**config.mk**
```make
export PLATFORM = sky130hd
export DESIGN_NAME = count_watch
export DESIGN_NICKNAME = d
export VERILOG_FILES = /design/src/rtl/count_watch_pkg.sv /design/src/rtl/count_watch_fifo.sv /design/src/rtl/count_watch.sv
export SDC_FILE = /design/constraint.sdc
export NUM_CORES = 1
export LEC_CHECK = 0
export ABC_AREA = 1
export BUFFER_PORTS_ARGS = -buffer_cell sky130_fd_sc_hd__buf_2
export CORE_MARGIN = 4
export CORE_UTILIZATION = 53
export DETAILED_ROUTE_END_ITERATION = 6
export PLACE_DENSITY_LB_ADDON = 0.15
export SYNTH_ARGS = -nofsm -noshare
export SYNTH_HDL_FRONTEND = slang
export SYNTH_HIERARCHICAL = 1
export SYNTH_SLANG_ARGS = --single-unit
export TNS_END_PERCENT = 1
```
**constraint.sdc**
```tcl
create_clock -name CLK -period 2.6 [get_ports CLK]
set_clock_uncertainty 0.05 [all_clocks]
set_input_delay 0.52 -clock CLK [delete_from_list [all_inputs] [get_ports CLK]]
set_output_delay 0.52 -clock CLK [all_outputs]
set_load 0.02 [all_outputs]
```
**src/rtl/count_watch_pkg.sv**
```systemverilog
// Shared types for count_watch: tracker states, event flag positions,
// the packed FIFO event record and the per-step classifier.
package count_watch_pkg;

  typedef enum logic {
    TRK_INIT,
    TRK_TRACK
  } trk_state_e;

  localparam int unsigned FLAG_JUMP  = 0;
  localparam int unsigned FLAG_WRAP  = 1;
  localparam int unsigned FLAG_MATCH = 2;

  typedef struct packed {
    logic [2:0] flags;
    logic [7:0] data;
    logic [7:0] prev;
  } evt_t;

  localparam int unsigned EVT_W = $bits(evt_t);

  // Stalls (c == prev) raise nothing, which also suppresses match.
  function automatic logic [2:0] classify_step(input logic [7:0] c,
                                               input logic [7:0] prev,
                                               input logic [7:0] match_value,
                                               input logic       match_en);
    logic [2:0] fl;
    logic [7:0] prev_inc;
    fl       = '0;
    prev_inc = prev + 8'd1;
    if (c != prev) begin
      if (prev == 8'hFF && c == 8'h00) begin
        fl[FLAG_WRAP] = 1'b1;
      end else if (c != prev_inc) begin
        fl[FLAG_JUMP] = 1'b1;
      end
      if (match_en && c == match_value) begin
        fl[FLAG_MATCH] = 1'b1;
      end
    end
    return fl;
  endfunction

endpackage

```
**src/rtl/count_watch_fifo.sv**
```systemverilog
// Synchronous valid/ready FIFO; a push while full is accepted only when
// the head is popped on the same edge, otherwise it is reported as dropped.
module count_watch_fifo #(
  parameter int unsigned WIDTH = 19,
  parameter int unsigned DEPTH = 4
) (
  input  logic             clk_i,
  input  logic             rst_i,
  input  logic             push_i,
  input  logic [WIDTH-1:0] data_i,
  output logic             valid_o,
  input  logic             ready_i,
  output logic [WIDTH-1:0] data_o,
  output logic             drop_o
);

  localparam int unsigned AW = $clog2(DEPTH);
  localparam int unsigned CW = AW + 1;
  localparam logic [CW-1:0] FULL_CNT = CW'(DEPTH);

  logic [WIDTH-1:0] mem_q [DEPTH];
  logic [AW-1:0]    rd_ptr_q, rd_ptr_d;
  logic [AW-1:0]    wr_ptr_q, wr_ptr_d;
  logic [CW-1:0]    cnt_q, cnt_d;
  logic             full;
  logic             pop;
  logic             push_acc;

  assign valid_o  = (cnt_q != '0);
  assign full     = (cnt_q == FULL_CNT);
  assign pop      = valid_o && ready_i;
  assign push_acc = push_i && (!full || pop);
  assign drop_o   = push_i && full && !pop;
  assign data_o   = valid_o ? mem_q[rd_ptr_q] : '0;

  always_comb begin
    rd_ptr_d = rd_ptr_q;
    wr_ptr_d = wr_ptr_q;
    cnt_d    = cnt_q;
    if (pop) begin
      rd_ptr_d = rd_ptr_q + AW'(1);
    end
    if (push_acc) begin
      wr_ptr_d = wr_ptr_q + AW'(1);
    end
    case ({push_acc, pop})
      2'b10:   cnt_d = cnt_q + CW'(1);
      2'b01:   cnt_d = cnt_q - CW'(1);
      default: cnt_d = cnt_q;
    endcase
  end

  always_ff @(posedge clk_i) begin
    if (rst_i) begin
      rd_ptr_q <= '0;
      wr_ptr_q <= '0;
      cnt_q    <= '0;
    end else begin
      rd_ptr_q <= rd_ptr_d;
      wr_ptr_q <= wr_ptr_d;
      cnt_q    <= cnt_d;
    end
  end

  always_ff @(posedge clk_i) begin
    if (push_acc) begin
      mem_q[wr_ptr_q] <= data_i;
    end
  end

endmodule

```
**src/rtl/count_watch.sv**
```systemverilog
// Monitors an 8-bit counter bus, classifies each step, counts wraps and
// queues notable steps into an event FIFO for a slower consumer.
module count_watch
  import count_watch_pkg::*;
#(
  parameter int unsigned EVT_DEPTH = 4,
  parameter int unsigned WRAP_W    = 16
) (
  input  logic              CLK,
  input  logic              RESET,
  input  logic [7:0]        C,
  input  logic [7:0]        MATCH_VALUE,
  input  logic              MATCH_EN,
  output logic              MATCH,
  output logic              WRAP,
  output logic              JUMP,
  output logic [WRAP_W-1:0] WRAP_COUNT,
  output logic              EVT_VALID,
  input  logic              EVT_READY,
  output logic [2:0]        EVT_FLAGS,
  output logic [7:0]        EVT_DATA,
  output logic [7:0]        EVT_PREV,
  output logic              OVERFLOW
);

  trk_state_e        state_q, state_d;
  logic [7:0]        prev_q, prev_d;
  logic [2:0]        flags_d;
  logic              push_evt;
  evt_t              evt_in;
  evt_t              evt_head;
  logic [EVT_W-1:0]  fifo_dout;
  logic              fifo_drop;
  logic              match_q, wrap_q, jump_q;
  logic [WRAP_W-1:0] wrap_cnt_q, wrap_cnt_d;
  logic              ovf_q, ovf_d;

  always_ff @(posedge CLK) begin
    if (RESET) begin
      state_q <= TRK_INIT;
      prev_q  <= '0;
    end else begin
      state_q <= state_d;
      prev_q  <= prev_d;
    end
  end

  // Every edge samples C into prev; INIT differs only in raising no flags.
  always_comb begin
    state_d = state_q;
    prev_d  = C;
    case (state_q)
      TRK_INIT:  state_d = TRK_TRACK;
      TRK_TRACK: state_d = TRK_TRACK;
      default:   state_d = TRK_INIT;
    endcase
  end

  always_comb begin
    flags_d = '0;
    if (state_q == TRK_TRACK) begin
      flags_d = classify_step(C, prev_q, MATCH_VALUE, MATCH_EN);
    end
    push_evt = |flags_d;
    evt_in   = '{flags: flags_d, data: C, prev: prev_q};
  end

  always_comb begin
    wrap_cnt_d = wrap_cnt_q;
    if (flags_d[FLAG_WRAP] && wrap_cnt_q != '1) begin
      wrap_cnt_d = wrap_cnt_q + WRAP_W'(1);
    end
    ovf_d = ovf_q | fifo_drop;
  end

  always_ff @(posedge CLK) begin
    if (RESET) begin
      match_q    <= 1'b0;
      wrap_q     <= 1'b0;
      jump_q     <= 1'b0;
      wrap_cnt_q <= '0;
      ovf_q      <= 1'b0;
    end else begin
      match_q    <= flags_d[FLAG_MATCH];
      wrap_q     <= flags_d[FLAG_WRAP];
      jump_q     <= flags_d[FLAG_JUMP];
      wrap_cnt_q <= wrap_cnt_d;
      ovf_q      <= ovf_d;
    end
  end

  count_watch_fifo #(
    .WIDTH (EVT_W),
    .DEPTH (EVT_DEPTH)
  ) u_fifo (
    .clk_i   (CLK),
    .rst_i   (RESET),
    .push_i  (push_evt),
    .data_i  (evt_in),
    .valid_o (EVT_VALID),
    .ready_i (EVT_READY),
    .data_o  (fifo_dout),
    .drop_o  (fifo_drop)
  );

  assign evt_head   = fifo_dout;
  assign EVT_FLAGS  = evt_head.flags;
  assign EVT_DATA   = evt_head.data;
  assign EVT_PREV   = evt_head.prev;
  assign MATCH      = match_q;
  assign WRAP       = wrap_q;
  assign JUMP       = jump_q;
  assign WRAP_COUNT = wrap_cnt_q;
  assign OVERFLOW   = ovf_q;

endmodule

```
# == Yosys cells after proc, flatten, opt, wreduce, memory -nomap -nowiden ==
# Memories as Yosys holds them, arrays and structs flattened. A register that Yosys moved wholly into a read port is not among the register bits.
# Index checks and enable logic that the tools add are counted.
# totals
reg_bits,36
mem_bits_rw,76
mem_count,1
word_cells,53
inputBits,20
rom_bits,0
latchBits,0
# op_classes
shifts,0
magnitude_cmp,0
addsub,6
mul,0
eq_ne,8
bitwise_logic,1
div_mod_pow,0
muxes,13
n_reduce_logical,14
# memory_table
name,words,word_bits,rd,rd_ports_with_merged_regs,write_ports,line_no,text
u_fifo.mem_q,4,19,1,1,1,count_watch_fifo.sv:21,logic [WIDTH-1:0] mem_q [DEPTH];
# ops
op,count
$mux 19,1
$add 16x1->16 const B,1
$ne 16x16->1 const B,1
$ne 8x8->1,2
$add 8x1->8 const B,1
$eq 8x8->1,1
$eq 8x8->1 const B,1
$logic_not 8->1,1
$logic_and 1x1->1,7
$mux 1,7
$mux 3,2
$pmux 3 s2,1
$add 2x1->2 const B,2
$mux 2,2
$add 3x1->3 const B,1
$eq 3x3->1 const B,1
$reduce_bool 3->1,1
$reduce_or 3->1,1
$sub 3x1->3 const B,1
$eq 2x1->1 const B,1
$eq 2x2->1 const B,1
$logic_not 1->1,2
$reduce_bool 2->1,1
$logic_or 1x1->1,1
$or 1x1->1,1

# == Depth between registers and ports, before layout ==
# Gate-level depths: netlist (run 1).
# logic_depth
depth_word,10
mapped_depth,18
mapped_depth_nobuf,18

# == By module ==
# The synthesis (run 1) kept the hierarchy.
# modules_own_cells
mod,n_inst,cells_each,seq_area_each_um2,area_each_um2
count_watch_fifo,1,291,2462.4,3465.8
count_watch,1,311,580.6,1939.4

# == Least setup slack after synthesis (run 1) ==
# OpenSTA, ideal clock, no wires.
# synth_timing
path_kind,input to register
from,input port C[3]
to,memory u_fifo.mem_q[0][0] (enable)
stages,11
setup_ns,0.395
required_time_ns,2.155
arrival_time_ns,2.300
slack_ns,-0.145
path_cell_list,inv_1 > nand2_1 > nand2_1 > and2_1 > nand2_1 > nor2_1 > nor2_1 > nand2_1 > nand3_1 > nand2_2 > nor2_1
# synth_between
elab_chain_len,9
word_cells_on_any_way,16
classes_between,3 x eq/ne; 8 x mux; 5 x reduce/logical
# synth_rtl
element,line_no,text
start: declaration,count_watch.sv:11,"input logic [7:0] C,"
"$ne 8x8->1, or another cell as far along",count_watch_pkg.sv:34,end else if (c != prev_inc) begin
"$mux 1, or another cell as far along",count_watch_pkg.sv:34,
"$mux 1, on equally long branches","count_watch_pkg.sv:32, count_watch_pkg.sv:37",
$mux 3 (*),count_watch_pkg.sv:31,if (c != prev) begin
$mux 3 (*),count_watch.sv:61,if (state_q == TRK_TRACK) begin
$reduce_or 3->1 (*),count_watch.sv:64,push_evt = |flags_d;
named net push_evt,count_watch.sv:29,logic push_evt;
$logic_and 1x1->1 (*),count_watch_fifo.sv:32,assign push_acc = push_i && (!full || pop);
$mux 1 (*),count_watch_fifo.sv:66,if (push_acc) begin
$mux 1 (implied by the code) (*),count_watch_fifo.sv:67,mem_q[wr_ptr_q] <= data_i;
end: declaration,count_watch_fifo.sv:21,
# Mark *: on every way through the listed nets, which the timed path passes. The rest lies on a longest branch.

==> results of run 1 <==
==> metal layers <==
metal / wire (um) / global-route usage / vias to the layer above
met4: 275 / 0.0812 / 0
li1: - / - / 2192
met3: 812 / 0.0551 / 23
met1: 5410 / 0.275 / 2082
met5: 0 / 0 / -
met2: 6410 / 0.401 / 135
==> state kept, by name (all words and copies together) (netlist names), named ones only <==
name / cells
u_fifo/rd_ptr_q: 2
u_fifo/cnt_q: 3
OVERFLOW: 1
WRAP: 1
WRAP_COUNT: 16
u_fifo/mem_q: 76
prev_q: 8
JUMP: 1
MATCH: 1
state_q: 1
u_fifo/wr_ptr_q: 2
==> per-stage QoR <==
step                      utilization  hold WS, ps  TNS, ps  instance area, um^2
after global placement          0.624          398        0                 6150
after detailed placement        0.624          426     -106                 6150
after CTS                       0.681          209        0                 6720
final                           0.683          226        0                 6740
after floorplan                     -          404   -11020                 5410
after global routing            0.683          216        0                 6740
==> critical path, stage by stage, from the launching register on <==
cell     delay [ps]
dfxtp_1         390
buf_4           310
nor2_1           80
nor2_1           90
o21ai_0          90
a21oi_1         210
buf_2           200
==> area by class of cell <==
cell class / instances / area [um^2]
timing repair buffer: 103 / 688
inverter: 62 / 235
clock buffer: 20 / 425
clock inverter: 12 / 140
tap: 133 / 166
sequential: 114 / 3050
multi-input combinational: 409 / 2030
fill: 790 / 3130
==> path summary, 6_finish.rpt <==
check | endpoint | slack, ps | cells past startpoint
max | EVT_PREV[6] | 150 | 6
max reg2reg | u_fifo/cnt_q[2] | 150 | 17
min reg2reg | OVERFLOW | 430 | 2
min | u_fifo/mem_q[3][10] | 230 | 1
==> placed cells by master, fill, tap and decap left out, drive strengths merged, types with 2 or more instances in the layout <==
cell    count
inv        62
o21ai      46
nand4      10
a21oi      41
clkinv      8
buf       103
nand3      30
ha          6
and2        3
nand3b      2
clkbuf     20
nand2     115
nor2      128
xnor2       6
bufinv      3
edfxtp     76
xor2       10
dfxtp      38
nor3       11
==> power by group <==
part	switching (uW)	internal, uW
sequential	43.7	2040
combinational	656	323
clock	765	1440
==> logic make-up (layout without fill, tap and decap cells) <==
family | count (synthesis) | count (layout)
buffers and inverters | 79 | 197
xor gates and xnor gates | 16 | 16
adders and majority gates | 7 | 7
AOI/OAI and AO/OA | 87 | 87
DFF | 114 | 114
and+or+nand+nor | 299 | 299
==> what timing repair did <==
item                       4_1_cts  5_1_grt
resized for setup                0        9
setup endpoints to repair        0        2
setup buffers                    0        0
==> results.md, run 1 <==
* Status: finished, final reports clean
* Setup slack after layout at 149 ps
* Gr ovfl total at 0
* Die Span X at 109 um
* PwrDens at 782 mW/mm^2
* DRT iter0 DRCs at 230
* Post-CTS clock slew at the launch and capture registers of the worst setup and hold paths at 50 ps
* Worst-case clock buffer depth at 2
* Leakage power of the design at 0.00282 uW
* Asr flop ratio synth at 0
* Worst min-delay path startpoint: C[2]
* Critical setup path kind: flop to output port
* Placer's final routability congestion estimate at 0.968
* Final Hold Viols at 0
* I/O pins at 60
* Later-pin clock latency in the skew report at 510 ps
* Port Buffer Count at 59
* Max FO, Critical Path at 21
* Total detailed-routing wirelength at 12900 um
* Layout overhead on the synthesized area at 24.7%
* Count of antenna diodes in the layout at 0
* Initial core utilization at 0.548
* Period minus WS final at 2450 ps
* Overall global routing resource usage at 0.229
* Post-Synth XOR/XNOR Area at 0.0259
* Portion of synthesized cell area occupied by the leading cell type at 0.422
* Placed cell count at 821
* Finished Layout Cells at 853
* Portion of the clock cycle consumed by the worst path in the final layout at 0.943
* Post-DR wirelength/cell at 15.1 um
* Core Region at 0.00986 mm^2
* Number of antenna violations at the first check in global routing at 0
* Dominant cell by count in the synthesized netlist: nor2_1
* Pin count of the biggest net entering global routing at 33
* Synth top cells by count: nor2_1 (121), nand2_1 (109), edfxtp_1 (76)
* Setup repair after global routing missed its margin: false
* Final Slew Violations at 0
* CP Data Arrival Time at 1880 ps
* Router iterations before antenna repair at 5
* Worst hold-check path type: input port to flop
* Required arrival time at the worst endpoint at 2030 ps
* Number of enable-type register cells in the synthesized netlist at 76
* Average vias per placed instance at 5.20
* Area fraction in and, or, nand and nor cells after synthesis at 0.245
* Via total after detailed routing at 4432
* Number of warnings reported in the yosys synthesis log at 6
* Num CTS Buffers at 17
* Relative slew margins at 0.710
* CTS tree: yes
* Worst r2r src: prev_q[1]
* Worst Max-Slew Pin Slew at 434 ps
* Die area at 0.0119 mm^2
* Max cap viols at 0
* Post-synthesis sequential element count at 114
* Largest cells by area after synthesis: edfxtp_1 (42%), dfxtp_1 (14%), nor2_1 (8.4%), nand2_1 (7.6%), inv_1 (3.9%)
* Net Count, Synth at 629
* Wire length of the first global-routing pass at 20700 um
* Largest vdd supply drop at 376 uV
* Site row count at 36
* Area fraction in compound gates after synthesis at 0.0854
* DR DRC count at 0
* Die Ht at 109 um
* Final #Nets at 734
* Cell type with the highest aggregate area in the netlist: edfxtp_1
* Placement-stage worst setup slack at -106 ps
* Multiplexer share of the synthesized area at 0
* Post-route total power at 5270 uW
* Total number of H-tree levels at 4
* Proportion of synthesized chip area in sequential cells at 0.563
* Via count of the first global-routing pass at 4379
* Main combinational cell family by area after synthesis: simple AND/OR/NAND/NOR gates
* Half-perimeter wire length after placement at 8680 um
* Netlist area before placement at 0.00541 mm^2
* Root cell of the clock tree: clkbuf_8
* Worst setup EP type: output port
* Cells after Synth at 602
* Kind of start point of the critical path: flop
* Antenna viol nets, final at 0
* Per-instance average area after synthesis at 8.98 um^2
* Number of setup violations in the final report at 0
* # clock sinks at 114
* Primary FF master, synth: edfxtp_1
* Adder-cell share of the synthesized area at 0.0176
* Layout cells sized above 1 at 0.242
* Upper clock frequency limit at 0.408 GHz
* Count of unique library cells instantiated by Yosys at 35
* Count of hold buffers inserted by post-cts repair at 0
No activity file was read; power rests on OpenSTA's default activity.
==> run 2, diff against run 1 <==
- clock period: 2.6 -> 2.88 ns (I/O delays scaled with it)
==> results.md, run 2 (same netlist as run 1, synthesis figures left out) <==
* Crit path cell chain: nand2_1 > nor2_1 > buf_4 > nand4_1 > nand2_1 > nand3_1 > nand2_1 > nand3_1 > inv_1 > nand2_8 > fa_1 > inv_1 > nand4_1 > a21oi_1 > nor2_1
* Final #Nets at 707
* Upper clock frequency limit at 0.381 GHz
* Delay of the slowest cell on the worst path at 580 ps
* Worst Max-Slew Pin Slew at 604 ps
* Number of setup violations in the final report at 0
* Port Buffer Count at 59
* Root cell of the clock tree: clkbuf_8
* Layout cells sized above 1 at 0.206
* Die Ht at 109 um
* Count of hold buffers inserted by post-cts repair at 0
* Gr ovfl total at 0
* Period minus WS final at 2620 ps
* Setup slack after layout at 257 ps
* Largest vdd supply drop at 394 uV
* Layout overhead on the synthesized area at 20.4%
* Count of antenna diodes in the layout at 0
* Antenna viol nets, final at 0
* Core Region at 0.00986 mm^2
* Number of cells upsized or downsized after cts at 0
* Commonest non-fill, non-tap cell in the layout: nor2_1
* Critical setup path kind: flop to flop
* Post-placement cell area at 0.00594 mm^2
* Relative slew margins at 0.597
* Worst setup EP type: flop
* Worst hold-check path type: input port to flop
* Final Hold Viols at 0
* Status: finished, final reports clean
* Average vias per placed instance at 5.14
* Max FO, Critical Path at 10
* Overall global routing resource usage at 0.215
* Post-DR wirelength/cell at 14.7 um
* Required arrival time at the worst endpoint at 3230 ps
* Placer's final routability congestion estimate at 0.942
* DR DRC count at 0
* Post-CTS clock slew at the launch and capture registers of the worst setup and hold paths at 60 ps
* DRT iter0 DRCs at 259
* PwrDens at 719 mW/mm^2
* Later-pin clock latency in the skew report at 510 ps
* CP Data Arrival Time at 2980 ps
* Kind of start point of the critical path: flop
* Via count of the first global-routing pass at 3987
* Largest register by flop count: u_fifo/mem_q
* Die Span X at 109 um
* Worst Path Buf+Inv at 3
* CP most frequent cell: nand2_1
* Die area at 0.0119 mm^2
* Final Slew Violations at 0
* Total detailed-routing wirelength at 12200 um
* CTS tree: yes
* Site row count at 36
* Worst-case clock buffer depth at 2
* Buffer count from post-CTS setup fixing at 0
* Initial core utilization at 0.548
* Sum of negative setup slack at 0 ps
* Max FFs per register at 76
* Placement-stage worst setup slack at 91.9 ps
* Router iterations before antenna repair at 5
* Via total after detailed routing at 4248
* Setup repair after global routing missed its margin: false
* Half-perimeter wire length after placement at 8220 um
* Max cap viols at 0
* Finished layout cell area at 0.00651 mm^2
* Slowest cell on the critical path: dfxtp_1
* I/O pins at 60
* Wire length of the first global-routing pass at 19300 um
* Num CTS Buffers at 17
* Leakage power of the design at 0.00268 uW
* Number of antenna violations at the first check in global routing at 0
* Pin count of the biggest net entering global routing at 39
* Dominant delay contributor by cell family on the critical path: simple AND/OR/NAND/NOR gates
* Total number of H-tree levels at 4
* Portion of the clock cycle consumed by the worst path in the final layout at 0.911
* Fillers at 805
* Leading cell types in the layout, fill and taps excluded: nor2_1 (121), nand2_1 (109), edfxtp_1 (76)
* # clock sinks at 114
==> run 2: cell type report <==
| type | count | area [um^2] | share of cell area |
|---|---|---|---|
| Sequential cell | 114 | 3040 | 0.467 |
| Multi-Input combinational cell | 409 | 2020 | 0.310 |
| Timing Repair Buffer | 76 | 473 | 0.0727 |
| Clock buffer | 17 | 414 | 0.0636 |
| Inverter | 62 | 235 | 0.0361 |
| Tap cell | 133 | 166 | 0.0256 |
| Clock inverter | 15 | 158 | 0.0242 |
==> run 2: final timing paths <==
path	start	to	slack, ps	cells after the start
setup / recovery	prev_q[2]	u_fifo/cnt_q[2]	260	15
hold / removal	C[2]	u_fifo/mem_q[1][10]	280	1
setup reg to reg	prev_q[2]	u_fifo/cnt_q[2]	260	15
hold reg to reg	OVERFLOW	OVERFLOW	420	2
==> run 2: worst reg2reg max path, delay by kind of cell (launching register included) <==
family / cells / cell delay, ps
flip-flops: 1 / 580
buffers and inverters: 3 / 430
adder cells (fa/ha/maj): 1 / 380
AND/OR/NAND/NOR: 10 / 940
AO/OA/AOI/OAI: 1 / 140
==> run 2: power breakdown <==
group / switching [uW] / internal [uW] / leakage [uW] / total, uW
Sequential: 40.3 / 1840 / 0.00102 / 1880
Combinational: 570 / 257 / 0.00138 / 827
Clock: 744 / 1230 / 0.000273 / 1980
Total: 1350 / 3330 / 0.00268 / 4680
==> run 2: metrics by stage <==
stage | util | hold WS [ps] | power, uW | std cells
floorplan | - | 404 | 2480 | 602
CTS | 0.660 | 240 | 4740 | 826
global placement | 0.602 | 400 | 2720 | 794
global route | 0.660 | 250 | 4880 | 826
detailed placement | 0.602 | 406 | 2740 | 794
finish | 0.660 | 279 | 4680 | 826
==> run 2: metal layers <==
metal | vias to the layer above | global-route usage | wire (um)
li1 | 2137 | - | -
met1 | 1965 | 0.275 | 5280
met2 | 136 | 0.351 | 5910
met3 | 10 | 0.0604 | 835
met4 | 0 | 0.0748 | 160
met5 | - | 0 | 0
==> run 3, diff against run 2 <==
--- a/config.mk
+++ b/config.mk
@@ -11,5 +11,6 @@
 export CORE_UTILIZATION = 53
 export DETAILED_ROUTE_END_ITERATION = 6
-export PLACE_DENSITY_LB_ADDON = 0.15
+export MAX_ROUTING_LAYER = met4
+export PLACE_DENSITY = 0.73
 export SYNTH_ARGS = -nofsm -noshare
 export SYNTH_HDL_FRONTEND = slang
--- a/constraint.sdc
+++ b/constraint.sdc
@@ -3,3 +3,3 @@
 set_input_delay 0.576 -clock CLK [delete_from_list [all_inputs] [get_ports CLK]]
 set_output_delay 0.576 -clock CLK [all_outputs]
-set_load 0.02 [all_outputs]
+set_load 0.05 [all_outputs]
==> results.md, run 3 (same netlist as run 1, synthesis figures left out) <==
* Required arrival time at the worst endpoint at 2250 ps
* Upper clock frequency limit at 0.378 GHz
* Total detailed-routing wirelength at 12500 um
* PwrDens at 777 mW/mm^2
* DR DRC count at 0
* Layout overhead on the synthesized area at 21.6%
* Worst Max-Slew Pin Slew at 417 ps
* Layout cells sized above 1 at 0.203
* Root cell of the clock tree: clkbuf_8
* Count of hold buffers inserted by post-cts repair at 0
* Cells on worst reg2reg path at 16
* Die area at 0.0119 mm^2
* Critical setup path kind: flop to output port
* CP Data Arrival Time at 2020 ps
* Max cap viols at 0
* Placer's final routability congestion estimate at 0.895
* End of the worst register-to-register path: u_fifo/cnt_q[2]
* Buffer count from post-CTS setup fixing at 0
* Worst hold-check path type: input port to flop
* Via total after detailed routing at 4336
* Setup repair after global routing missed its margin: false
* Die Span X at 109 um
* Gr ovfl total at 0
* Finished Layout Cells at 828
* Site row count at 36
* Number of setup violations in the final report at 0
* Placed cell count at 796
* Overall global routing resource usage at 0.230
* Post-CTS clock slew at the launch and capture registers of the worst setup and hold paths at 60 ps
* Post-DR wirelength/cell at 15.1 um
* Final #Nets at 709
* Kind of start point of the critical path: flop
* Max FFs per register at 76
* Final Hold Viols at 0
* FF-to-FF setup slack at 270 ps
* Setup slack after layout at 235 ps
* WHS Path Cells at 2
* Hold Path Sink: WRAP
* Relative slew margins at 0.721
* # clock sinks at 114
* Placement-stage worst setup slack at 107 ps
* Post-route total power at 5110 uW
* Sum of negative setup slack at 0 ps
* Count of antenna diodes in the layout at 0
* Max FO, Critical Path at 38
* Core Region at 0.00986 mm^2
* Worst min-delay path startpoint: RESET
* Worst-case clock buffer depth at 2
* Delay of the slowest cell on the worst path at 360 ps
* Period minus WS final at 2650 ps
* Wire length of the first global-routing pass at 20300 um
* Portion of the clock cycle consumed by the worst path in the final layout at 0.918
* Status: finished, final reports clean
* Final Slew Violations at 0
* Antenna viol nets, final at 0
* Router iterations before antenna repair at 6
* Total number of H-tree levels at 4
* Later-pin clock latency in the skew report at 510 ps
* Commonest non-fill, non-tap cell in the layout: nor2_1
* Number of cells upsized or downsized after cts at 0
* I/O pins at 60
* Average vias per placed instance at 5.24
* Final standard cell utilization of the core at 0.666
* Port Buffer Count at 59
* CP most frequent cell: nor2_1
* Largest register by flop count: u_fifo/mem_q
* CTS tree: yes
* Worst r2r src: prev_q[2]
* Initial core utilization at 0.548
* DRT iter0 DRCs at 329
* Via count of the first global-routing pass at 4268
* Crit path cell chain: buf_6 > nor2_1 > nor2_1 > o21ai_0 > a21oi_1 > buf_2
* Num CTS Buffers at 17
* Leakage power of the design at 0.00271 uW
* Pin count of the biggest net entering global routing at 39
* Half-perimeter wire length after placement at 8420 um
* Die Ht at 109 um
* Worst setup EP type: output port
* Number of antenna violations at the first check in global routing at 0
* Slowest cell on the critical path: dfxtp_1
* Leading cell types in the layout, fill and taps excluded: nor2_1 (121), nand2_1 (109), edfxtp_1 (76)
* Largest vdd supply drop at 367 uV
[run 3: worst max-delay path by stage]
stage               slack, ps      start  cells past startpoint                  to
global placement          170       C[3]                     15     u_fifo/cnt_q[2]
global route               30  prev_q[2]                     16     u_fifo/cnt_q[2]
floorplan                  80       C[3]                     11  u_fifo/mem_q[0][0]
CTS                       140       flop                      6         EVT_PREV[7]
finish                    230       flop                      6         EVT_PREV[7]
detailed placement        110       C[3]                     15     u_fifo/cnt_q[2]
[run 3: per-stage QoR]
stage	cell area (um^2)	hold slack [ps]
CTS	6570	248
global placement	5950	398
floorplan	5410	404
global route	6570	268
detailed placement	5950	418
finish	6570	261
[run 3: report_power, final]
part	total (uW)	internal (uW)	switching, uW
logic	1070	264	807
clock network	2150	1480	677
registers	1880	1840	42.4
total	5110	3580	1530
[run 3: layout make-up]
class | instances | area (um^2)
clock buffer | 20 | 425
multi-input combinational | 409 | 2020
clock inverter | 12 | 188
inverter | 62 | 235
tap | 133 | 166
fill | 779 | 3290
timing repair buffer | 78 | 492
sequential | 114 | 3040
[run 3: worst max-delay path, delay by kind of cell (launching register included)]
| family | cells | cell delay [ps] |
|---|---|---|
| AO/OA/AOI/OAI | 2 | 350 |
| buffers and inverters | 2 | 610 |
| flip-flops | 1 | 360 |
| AND/OR/NAND/NOR | 2 | 190 |
[run 3: routing by layer]
layer	global-route usage	share of wire
met1	0.275	0.42
met2	0.385	0.50
met5	-	0
met4	0.0875	0.013
met3	0.0480	0.066
